==> src/rtl/exc_sequencer.sv <==
// exc_sequencer
//   Exception/interrupt sequencer for the LEGv8 core. Arbitrates external
//   interrupt lines against illegal-opcode faults, records the return PC,
//   cause and source id, redirects fetch to the handler vector, masks
//   nesting while in the handler, and sequences the ERET return.
//
// Ports
//   clk            rising-edge clock
//   reset          synchronous, active-high reset
//   irq_req        level interrupt requests, held until acked
//   not_an_instr   decoder flag: current instruction is illegal
//   eret           decoder flag: current instruction is ERET
//   pc             PC of the instruction in execute
//   flush          kill current instruction's reg/mem writes (combinational)
//   redirect_valid 1-cycle pulse: load redirect_pc into the PC
//   redirect_pc    redirect target, 0 when redirect_valid=0
//   irq_ack        one-hot 1-cycle ack to the serviced source
//   elr            saved return PC
//   esr            cause: 0001 IRQ, 0010 illegal, 0000 none
//   irq_id         index of the serviced IRQ (0 when cause is not an IRQ)
//   in_handler     high while in HANDLER
//   double_fault   high while in LOCK
module exc_sequencer #(
  parameter int unsigned NIRQ     = 4,
  parameter logic [63:0] VEC_BASE = 64'h0000_00D8
) (
  input  logic            clk,
  input  logic            reset,
  input  logic [NIRQ-1:0] irq_req,
  input  logic            not_an_instr,
  input  logic            eret,
  input  logic [63:0]     pc,
  output logic            flush,
  output logic            redirect_valid,
  output logic [63:0]     redirect_pc,
  output logic [NIRQ-1:0] irq_ack,
  output logic [63:0]     elr,
  output logic [3:0]      esr,
  output logic [2:0]      irq_id,
  output logic            in_handler,
  output logic            double_fault
);

  typedef enum logic [2:0] {
    S_RUN,
    S_ENTER,
    S_HANDLER,
    S_RETURN,
    S_LOCK
  } state_t;

  localparam logic [3:0] ESR_NONE = 4'b0000;
  localparam logic [3:0] ESR_IRQ  = 4'b0001;
  localparam logic [3:0] ESR_ILL  = 4'b0010;

  state_t          state, state_d;
  logic [63:0]     elr_q, elr_d;
  logic [3:0]      esr_q, esr_d;
  logic [2:0]      id_q, id_d;

  logic            flush_c;
  logic            rv_c;
  logic [63:0]     rpc_c;
  logic [NIRQ-1:0] ack_c;
  logic            inh_c;
  logic            df_c;

  logic [2:0]      win;
  logic            win_found;

  // Lowest-index pending request wins.
  always_comb begin
    win       = '0;
    win_found = 1'b0;
    for (int unsigned i = 0; i < NIRQ; i++) begin
      if (irq_req[i] && !win_found) begin
        win       = 3'(i);
        win_found = 1'b1;
      end
    end
  end

  always_ff @(posedge clk) begin
    if (reset) begin
      state <= S_RUN;
      elr_q <= '0;
      esr_q <= ESR_NONE;
      id_q  <= '0;
    end else begin
      state <= state_d;
      elr_q <= elr_d;
      esr_q <= esr_d;
      id_q  <= id_d;
    end
  end

  always_comb begin
    state_d = state;
    elr_d   = elr_q;
    esr_d   = esr_q;
    id_d    = id_q;
    flush_c = 1'b0;
    rv_c    = 1'b0;
    rpc_c   = '0;
    ack_c   = '0;
    inh_c   = 1'b0;
    df_c    = 1'b0;

    case (state)
      S_RUN: begin
        // ERET outside a handler is treated as an illegal instruction.
        if (not_an_instr || eret) begin
          flush_c = 1'b1;
          elr_d   = pc;
          esr_d   = ESR_ILL;
          id_d    = '0;
          state_d = S_ENTER;
        end else if (win_found) begin
          flush_c = 1'b1;
          elr_d   = pc;
          esr_d   = ESR_IRQ;
          id_d    = win;
          state_d = S_ENTER;
        end
      end
      S_ENTER: begin
        rv_c  = 1'b1;
        rpc_c = VEC_BASE;
        if (esr_q == ESR_IRQ) begin
          for (int unsigned i = 0; i < NIRQ; i++) begin
            ack_c[i] = (id_q == 3'(i));
          end
        end
        state_d = S_HANDLER;
      end
      S_HANDLER: begin
        inh_c = 1'b1;
        if (not_an_instr) begin
          flush_c = 1'b1;
          state_d = S_LOCK;
        end else if (eret) begin
          state_d = S_RETURN;
        end
      end
      S_RETURN: begin
        rv_c    = 1'b1;
        rpc_c   = elr_q;
        esr_d   = ESR_NONE;
        id_d    = '0;
        state_d = S_RUN;
      end
      S_LOCK: begin
        df_c    = 1'b1;
        flush_c = 1'b1;
      end
      default: state_d = S_RUN;
    endcase
  end

  // Outputs are forced low while reset is asserted, whatever the state.
  assign flush          = ~reset & flush_c;
  assign redirect_valid = ~reset & rv_c;
  assign redirect_pc    = reset ? '0 : rpc_c;
  assign irq_ack        = reset ? '0 : ack_c;
  assign elr            = reset ? '0 : elr_q;
  assign esr            = reset ? '0 : esr_q;
  assign irq_id         = reset ? '0 : id_q;
  assign in_handler     = ~reset & inh_c;
  assign double_fault   = ~reset & df_c;

endmodule

==> config.mk <==
export PLATFORM = sky130hd
export DESIGN_NAME = exc_sequencer
export DESIGN_NICKNAME = d
export VERILOG_FILES = /design/src/rtl/exc_sequencer.sv
export SDC_FILE = /design/constraint.sdc
export NUM_CORES = 1
export LEC_CHECK = 0
export ABC_AREA = 1
export BUFFER_PORTS_ARGS = -buffer_cell sky130_fd_sc_hd__buf_4
export CAP_MARGIN = 20
export CORE_UTILIZATION = 44
export DETAILED_ROUTE_END_ITERATION = 8
export MAX_ROUTING_LAYER = met4
export PLACE_DENSITY_LB_ADDON = 0.08
export SLEW_MARGIN = 25
export SYNTH_ARGS = -nofsm -noshare
export SYNTH_HDL_FRONTEND = slang
export SYNTH_SLANG_ARGS = --single-unit
==> constraint.sdc <==
create_clock -name clk -period 1.5 [get_ports clk]
set_input_delay 0.15 -clock clk [delete_from_list [all_inputs] [get_ports clk]]
set_output_delay 0.15 -clock clk [all_outputs]
set_load 0.03 [all_outputs]
==> impl_metrics.csv, run 1 <==
group,metric,value,unit
worst_setup_path,crit_path_start_kind,"flop",
synth,synth.top_cell.area_share,0.394,
status,failed_checks,"setup timing",
worst_setup_path,crit_chain,"inv_4 > nand2_4 > nor2_4 > nand2_4 > buf_8 > a21oi_4 > buf_6",
floorplanning,std_cell_rows,32,
worst_setup_path,crit_start,"state[0]$_SDFFE_PP0P_",
placement,placed_cells,852,
floorplanning,design.portCount,215,
global_routing,grt_pass1_vias,4040,
final_layout,nNetsFinal,850,
detailed_routing,wl,12.8,mm
worst_setup_path,cp.depth,7,
detailed_routing,routed_via_density,5.04,
worst_setup_path,max_stage_delay,370,ps
clock_tree,ctsHtreeMaxLevel,3,
worst_setup_path,worst-r2r-setup-slack,0,ps
global_routing,overflow,0,
floorplanning,die_x,92.6,um
final_layout,final_common_cell,"nor2_1",
worst_setup_path,cp-endpoint,"flush",
clock_tree,clockBufferDepth,2,
timing,fmax,612,MHz
worst_setup_path,r2r_start,"state[0]$_SDFFE_PP0P_",
placement,routabilityCongestion,0.835,
worst_setup_path,end_kind,"primary output",
pwr,p_sw,2.58,mW
detailed_routing,post-route-drc-count,0,
synth,syn_area_per_cell,6.32,um2
worst_setup_path,cpMostUsedCell,"nand2_4",
final_layout,regArea,0.00143,mm2
worst_setup_path,crit_arrival,1480,ps
synth,synth_area,0.00361,mm2
clock_tree,cts_tree,"done",
final_layout,multi_input_area,0.00223,mm2
synth,synth.distinct_cells,23,
final_layout,syn_to_final_growth,79.2,%
worst_setup_path,path_buf_inv,3,
pwr,p_int,4.16,mW
timing,rsz0062_at_grt,"yes",
timing,whs,46.4,ps
pwr,sequentialPowerShare,0.352,
final_layout,n_antenna_cell,0,
global_routing,grt.total_usage,0.290,
pwr,clkPwrFrac,0.262,
synth,ys_seq_area_frac,0.394,
clock_tree,cts_buffers,9,
worst_setup_path,required,1350,ps
timing,hold_viol_final,0,
floorplanning,initial_utilization,0.460,
timing,worst_slack,-135,ps
worst_setup_path,reg2regPathDepth,8,
placement,hpwl,7.64,mm
pwr,comb_power_share,0.386,
clock_tree,cts_root_buf,"clkbuf_8",
worst_setup_path,timing.rr.end,"elr_q[60]$_SDFFE_PP0P_",
clock_tree,clock-sinks,71,
clock_tree,insertion_delay,340,ps
timing,min_period,1630,ps
final_layout,final_cells,885,
worst_setup_path,critPathKind,"reg2out",
pwr,power_leakage,3.15,nW
placement,portBuffers,211,
timing,fin_crit_sh,1.09,
pwr,power.density,1040,mW/mm2
timing,slew_violations,0,
clock_tree,path_clk_slew,70,ps
detailed_routing,drtAntennaViolNets,0,
pwr,swShare,0.383,
timing,setup_viol,71,
synth,synth_warnings,0,
global_routing,antenna_found_initial,0,
detailed_routing,vias,4463,
status,status,"finished with violations",
detailed_routing,drt_first_pass_iters,4,
synth,synth.largest_area_cell,"dfxtp_1",
global_routing,grt_pass1_wl,19.1,mm
worst_setup_path,cp_top_family,"flip-flops",
worst_setup_path,worst-path-max-fanout,4,
floorplanning,core-area,0.00785,mm2
run,maxCapViolCount,0,
worst_hold_path,hold_path_class,"in2reg",
synth,synth_seq_cells,71,
final_layout,fillerInstances,511,
timing,final.setup.tns,-4660,ps
final_layout,layout_common_cells,"206 x nor2_1, 189 x buf_4, 73 x inv_1",
worst_setup_path,crit_slowest_cell,"dfxtp_4",
final_layout,drive_gt1_frac,0.443,
global_routing,grt_start_max_net_pins,67,
detailed_routing,post_drt_wl_per_cell,14.4,um
synth,synth.area.top_cells,"dfxtp_1 39%, nor2_1 22%, nor3_1 9.2%",
floorplanning,fp.dieArea,0.00857,mm2
floorplanning,fp.dieH,92.6,um
pwr,ir_worst_vdd,589,uV
timing,fin_skew,6.44,ps
synth,syn_inst,571,
detailed_routing,drt_iter0_markers,147,
[power by group through the flow]
stage	Clock, mW	Sequential (mW)	Combinational [mW]
after floorplan	0	2.35	1.56
after global placement	0	2.38	2.13
after detailed placement	0	2.40	2.17
after CTS	1.77	2.37	2.44
after global routing	1.88	2.42	2.82
final	1.77	2.37	2.60
[layer usage]
metal | GRT usage | vias to the layer above | share of wire
met1 | 0.335 | 2063 | 0.39
met4 | 0.111 | 0 | 0.024
met5 | - | - | 0
met3 | 0.0443 | 27 | 0.062
met2 | 0.507 | 197 | 0.52
li1 | - | 2176 | -
[logic make-up after synthesis]
group,count (synthesis),synth area share
flops,71,0.394
other cells,1,0.00104
compound gates,75,0.105
simple gates,297,0.341
buf+inv,127,0.160
[flip-flops by register name, indices dropped and copies added, names as in the netlist]
signal	cells
elr_q	64
esr_q	2
id_q	2
state	3
[worst reg2reg max path, delay by kind of cell (launching register included)]
family / cells / cell delay [ps]
AOI/OAI and AO/OA: 1 / 240
and+or+nand+nor: 4 / 330
buffers and inverters: 3 / 450
DFF: 1 / 370
[stage by stage]
stage	total power, mW	area (um2)	utilization	worst slack, ps
after floorplan	3.91	3680	-	-194
after global placement	4.51	5290	0.673	129
after detailed placement	4.57	5290	0.673	72.4
after CTS	6.58	6170	0.787	-105
after global routing	7.12	6470	0.824	-185
final	6.74	6470	0.824	-135
[worst min-delay path by stage]
stage	startpoint	end	depth (start not counted)	slack (ps)
after CTS	pc[31]	elr_q[31]$_SDFFE_PP0P_	3	30
after detailed placement	pc[33]	elr_q[33]$_SDFFE_PP0P_	3	390
after global placement	pc[32]	elr_q[32]$_SDFFE_PP0P_	3	380
final	pc[33]	elr_q[33]$_SDFFE_PP0P_	3	50
after floorplan	pc[49]	elr_q[49]$_SDFFE_PP0P_	2	300
after global routing	pc[31]	elr_q[31]$_SDFFE_PP0P_	3	40
[cells in the mapped netlist]
library cell  instances
nor2_1              210
inv_1                78
dfxtp_1              71
nor3_1               66
o21ai_0              49
clkbuf_1             24
o21ai_1              16
buf_6                10
a21oi_1               9
nand2_1               9
nand3_1               7
buf_2                 5
buf_4                 4
buf_1                 3
inv_2                 2
conb_1                1
inv_4                 1
nand2_2               1
nand2_4               1
nor2_2                1
nor2_4                1
nor4_1                1
o2111ai_1             1
[what timing repair did]
| item | in CTS | in global routing |
|---|---|---|
| hold buffers | 0 | 0 |
| gates resized for setup | 100 | 68 |
| cloned | 5 | 0 |
| setup endpoints to repair | 70 | 105 |
| buffers inserted | 11 | 4 |
| pin swaps | 3 | 5 |
[final cells by class]
type,instances,area share
clock buffers,12,0.0240
clock inverters,4,0.0118
inverters,81,0.0482
multi-input cells,375,0.344
flip-flops and latches,71,0.221
well taps,102,0.0197
repair buffers,240,0.331
Power figures use the tool's default switching activity.
==> run 2, diff against run 1 <==
==> constraint.sdc (replaced) <==
create_clock -name clk -period 1.5 [get_ports clk]
set_input_delay 0.075 -clock clk [delete_from_list [all_inputs] [get_ports clk]]
set_output_delay 0.075 -clock clk [all_outputs]
set_load 0.03 [all_outputs]
==> run 2 against run 1 <==
The flow finishes with violations (hold timing, setup timing). Clock skew up 2.0 ps. Sequential share of layout area decreased by 0.19 points. Setup slack improved by 68 ps. Count of clock-buffer cells in the layout unchanged. Final cell count increased by 4.0%. Register-to-register slack gained 50 ps. Largest cell class is now buffers. Largest power group unchanged. Highest routed layer unchanged.
==> impl_metrics.csv, run 2 (synthesized netlist as in run 1, its figures left out) <==
group,metric,value,unit
final_layout,nNetsFinal,885,
pwr,power_leakage,3.14,nW
clock_tree,clockBufferDepth,2,
detailed_routing,vias,4515,
placement,routabilityCongestion,0.758,
clock_tree,clock-sinks,71,
timing,slew_violations,0,
final_layout,regMostFlops,"elr_q",
final_layout,multi_input_area,0.00209,mm2
worst_setup_path,path_buf_inv,3,
final_layout,layout_common_cells,"213 x buf_4, 207 x nor2_1, 73 x inv_1",
worst_setup_path,crit_path_start_kind,"flop",
global_routing,overflow,0,
detailed_routing,drt_first_pass_iters,4,
worst_setup_path,crit_chain,"buf_4 > nand3_4 > buf_12 > nor3_2 > buf_4",
detailed_routing,drtAntennaViolNets,0,
detailed_routing,routed_via_density,4.91,
clock_tree,path_clk_slew,80,ps
floorplanning,initial_utilization,0.460,
timing,final.setup.tns,-1570,ps
floorplanning,fp.dieH,92.6,um
clock_tree,cts_root_buf,"clkbuf_8",
detailed_routing,wl,12.6,mm
worst_setup_path,crit_arrival,1490,ps
timing,setup_viol,53,
worst_setup_path,max_stage_delay,340,ps
detailed_routing,post-route-drc-count,0,
detailed_routing,post_drt_wl_per_cell,13.7,um
final_layout,drive_gt1_frac,0.422,
placement,preCtsSetupSlack,97.2,ps
floorplanning,fp.dieArea,0.00857,mm2
clock_tree,cts_tree,"done",
floorplanning,core-area,0.00785,mm2
clock_tree,ctsHtreeMaxLevel,3,
final_layout,post-route-cell-area,0.00651,mm2
final_layout,fillerInstances,500,
final_layout,n_antenna_cell,0,
timing,fin_skew,8.46,ps
run,maxCapViolCount,0,
timing,rsz0062_at_grt,"yes",
status,failed_checks,"hold timing, setup timing",
clock_tree,insertion_delay,330,ps
final_layout,regArea,0.00143,mm2
worst_setup_path,end_kind,"primary output",
timing,fin_crit_sh,1.04,
floorplanning,design.portCount,215,
clock_tree,cts_buffers,9,
final_layout,syn_to_final_growth,80.4,%
final_layout,largest_reg_flops,64,
floorplanning,die_x,92.6,um
global_routing,grt_pass1_wl,18.8,mm
worst_setup_path,worst-path-max-fanout,30,
placement,hpwl,7.92,mm
global_routing,antenna_found_initial,0,
final_layout,top_regs,"elr_q (64), state (3)",
pwr,power.density,1000,mW/mm2
placement,place_area,0.00557,mm2
pwr,ir_worst_vdd,598,uV
worst_setup_path,required,1420,ps
timing,fmax,638,MHz
floorplanning,std_cell_rows,32,
timing,min_period,1570,ps
timing,whs,-4.46,ps
global_routing,grt_start_max_net_pins,66,
status,status,"finished with violations",
global_routing,grt.total_usage,0.280,
detailed_routing,drt_iter0_markers,142,
worst_setup_path,cp_top_family,"buffers and inverters",
worst_hold_path,hold_path_class,"in2reg",
final_layout,final_common_cell,"buf_4",
worst_setup_path,critPathKind,"reg2out",
timing,worst_slack,-66.9,ps
worst_setup_path,crit_slowest_cell,"dfxtp_2",
global_routing,grt_pass1_vias,4121,
placement,portBuffers,211,
worst_setup_path,cpMostUsedCell,"buf_4",
timing,hold_viol_final,1,
run 2: changes by cell type in the layout (fill, tap and decap cells not counted), sizes merged:
cell / change
bufbuf: +2
buf: -7
dlygate4sd3: +39
bufinv: -1
clkbuf: +1
clkinvlp: -1
clkinv: +3
inv: -1
run 2: per-layer routing:
| layer | track usage | up-vias | wire (um) |
|---|---|---|---|
| li1 | - | 2239 | - |
| met1 | 0.315 | 2079 | 5080 |
| met2 | 0.515 | 177 | 6630 |
| met3 | 0.0353 | 20 | 678 |
| met4 | 0.0846 | 0 | 219 |
| met5 | - | - | 0 |
run 2: cell type report:
cell class | instances | area share
repair buffers | 275 | 0.363
clock buffers | 12 | 0.0223
multi-input cells | 375 | 0.321
flip-flops and latches | 71 | 0.219
well taps | 102 | 0.0196
clock inverters | 4 | 0.00692
inverters | 81 | 0.0473
run 2: worst paths after layout:
path | start | end | slack [ps] | depth (start not counted)
hold / removal | pc[57] | elr_q[57]$_SDFFE_PP0P_ | -4 | 3
setup reg to reg | state[0]$_SDFFE_PP0P_ | elr_q[32]$_SDFFE_PP0P_ | 50 | 8
setup / recovery | state[0]$_SDFFE_PP0P_ | redirect_pc[52] | -70 | 5
hold reg to reg | elr_q[7]$_SDFFE_PP0P_ | elr_q[7]$_SDFFE_PP0P_ | 490 | 2
run 2: what timing repair did:
action,in CTS,in global routing
buffers inserted,5,4
gates cloned,2,2
hold buffers,37,2
pin swaps,1,3
endpoints found under the hold margin,37,2
setup endpoints to repair,69,85
resized for setup,9,52
run 2: tightest hold or removal path: stages:
cell     delay, ps
buf_4           80
o21ai_1         60
nor2_1          70
run 2: per-stage QoR:
stage                util  power, mW  instances
finish              0.830       6.53        920
floorplan               -       3.98        573
CTS                 0.797       6.40        912
global placement    0.709       4.60        852
global route        0.830       6.90        920
detailed placement  0.709       4.67        852
run 2: report_power, final:
group          leakage (nW)  internal [mW]  switching, mW
Clock                 0.100          0.808          0.676
Combinational          2.45           1.04           1.65
Sequential            0.592           2.20          0.166
Total                  3.14           4.04           2.49
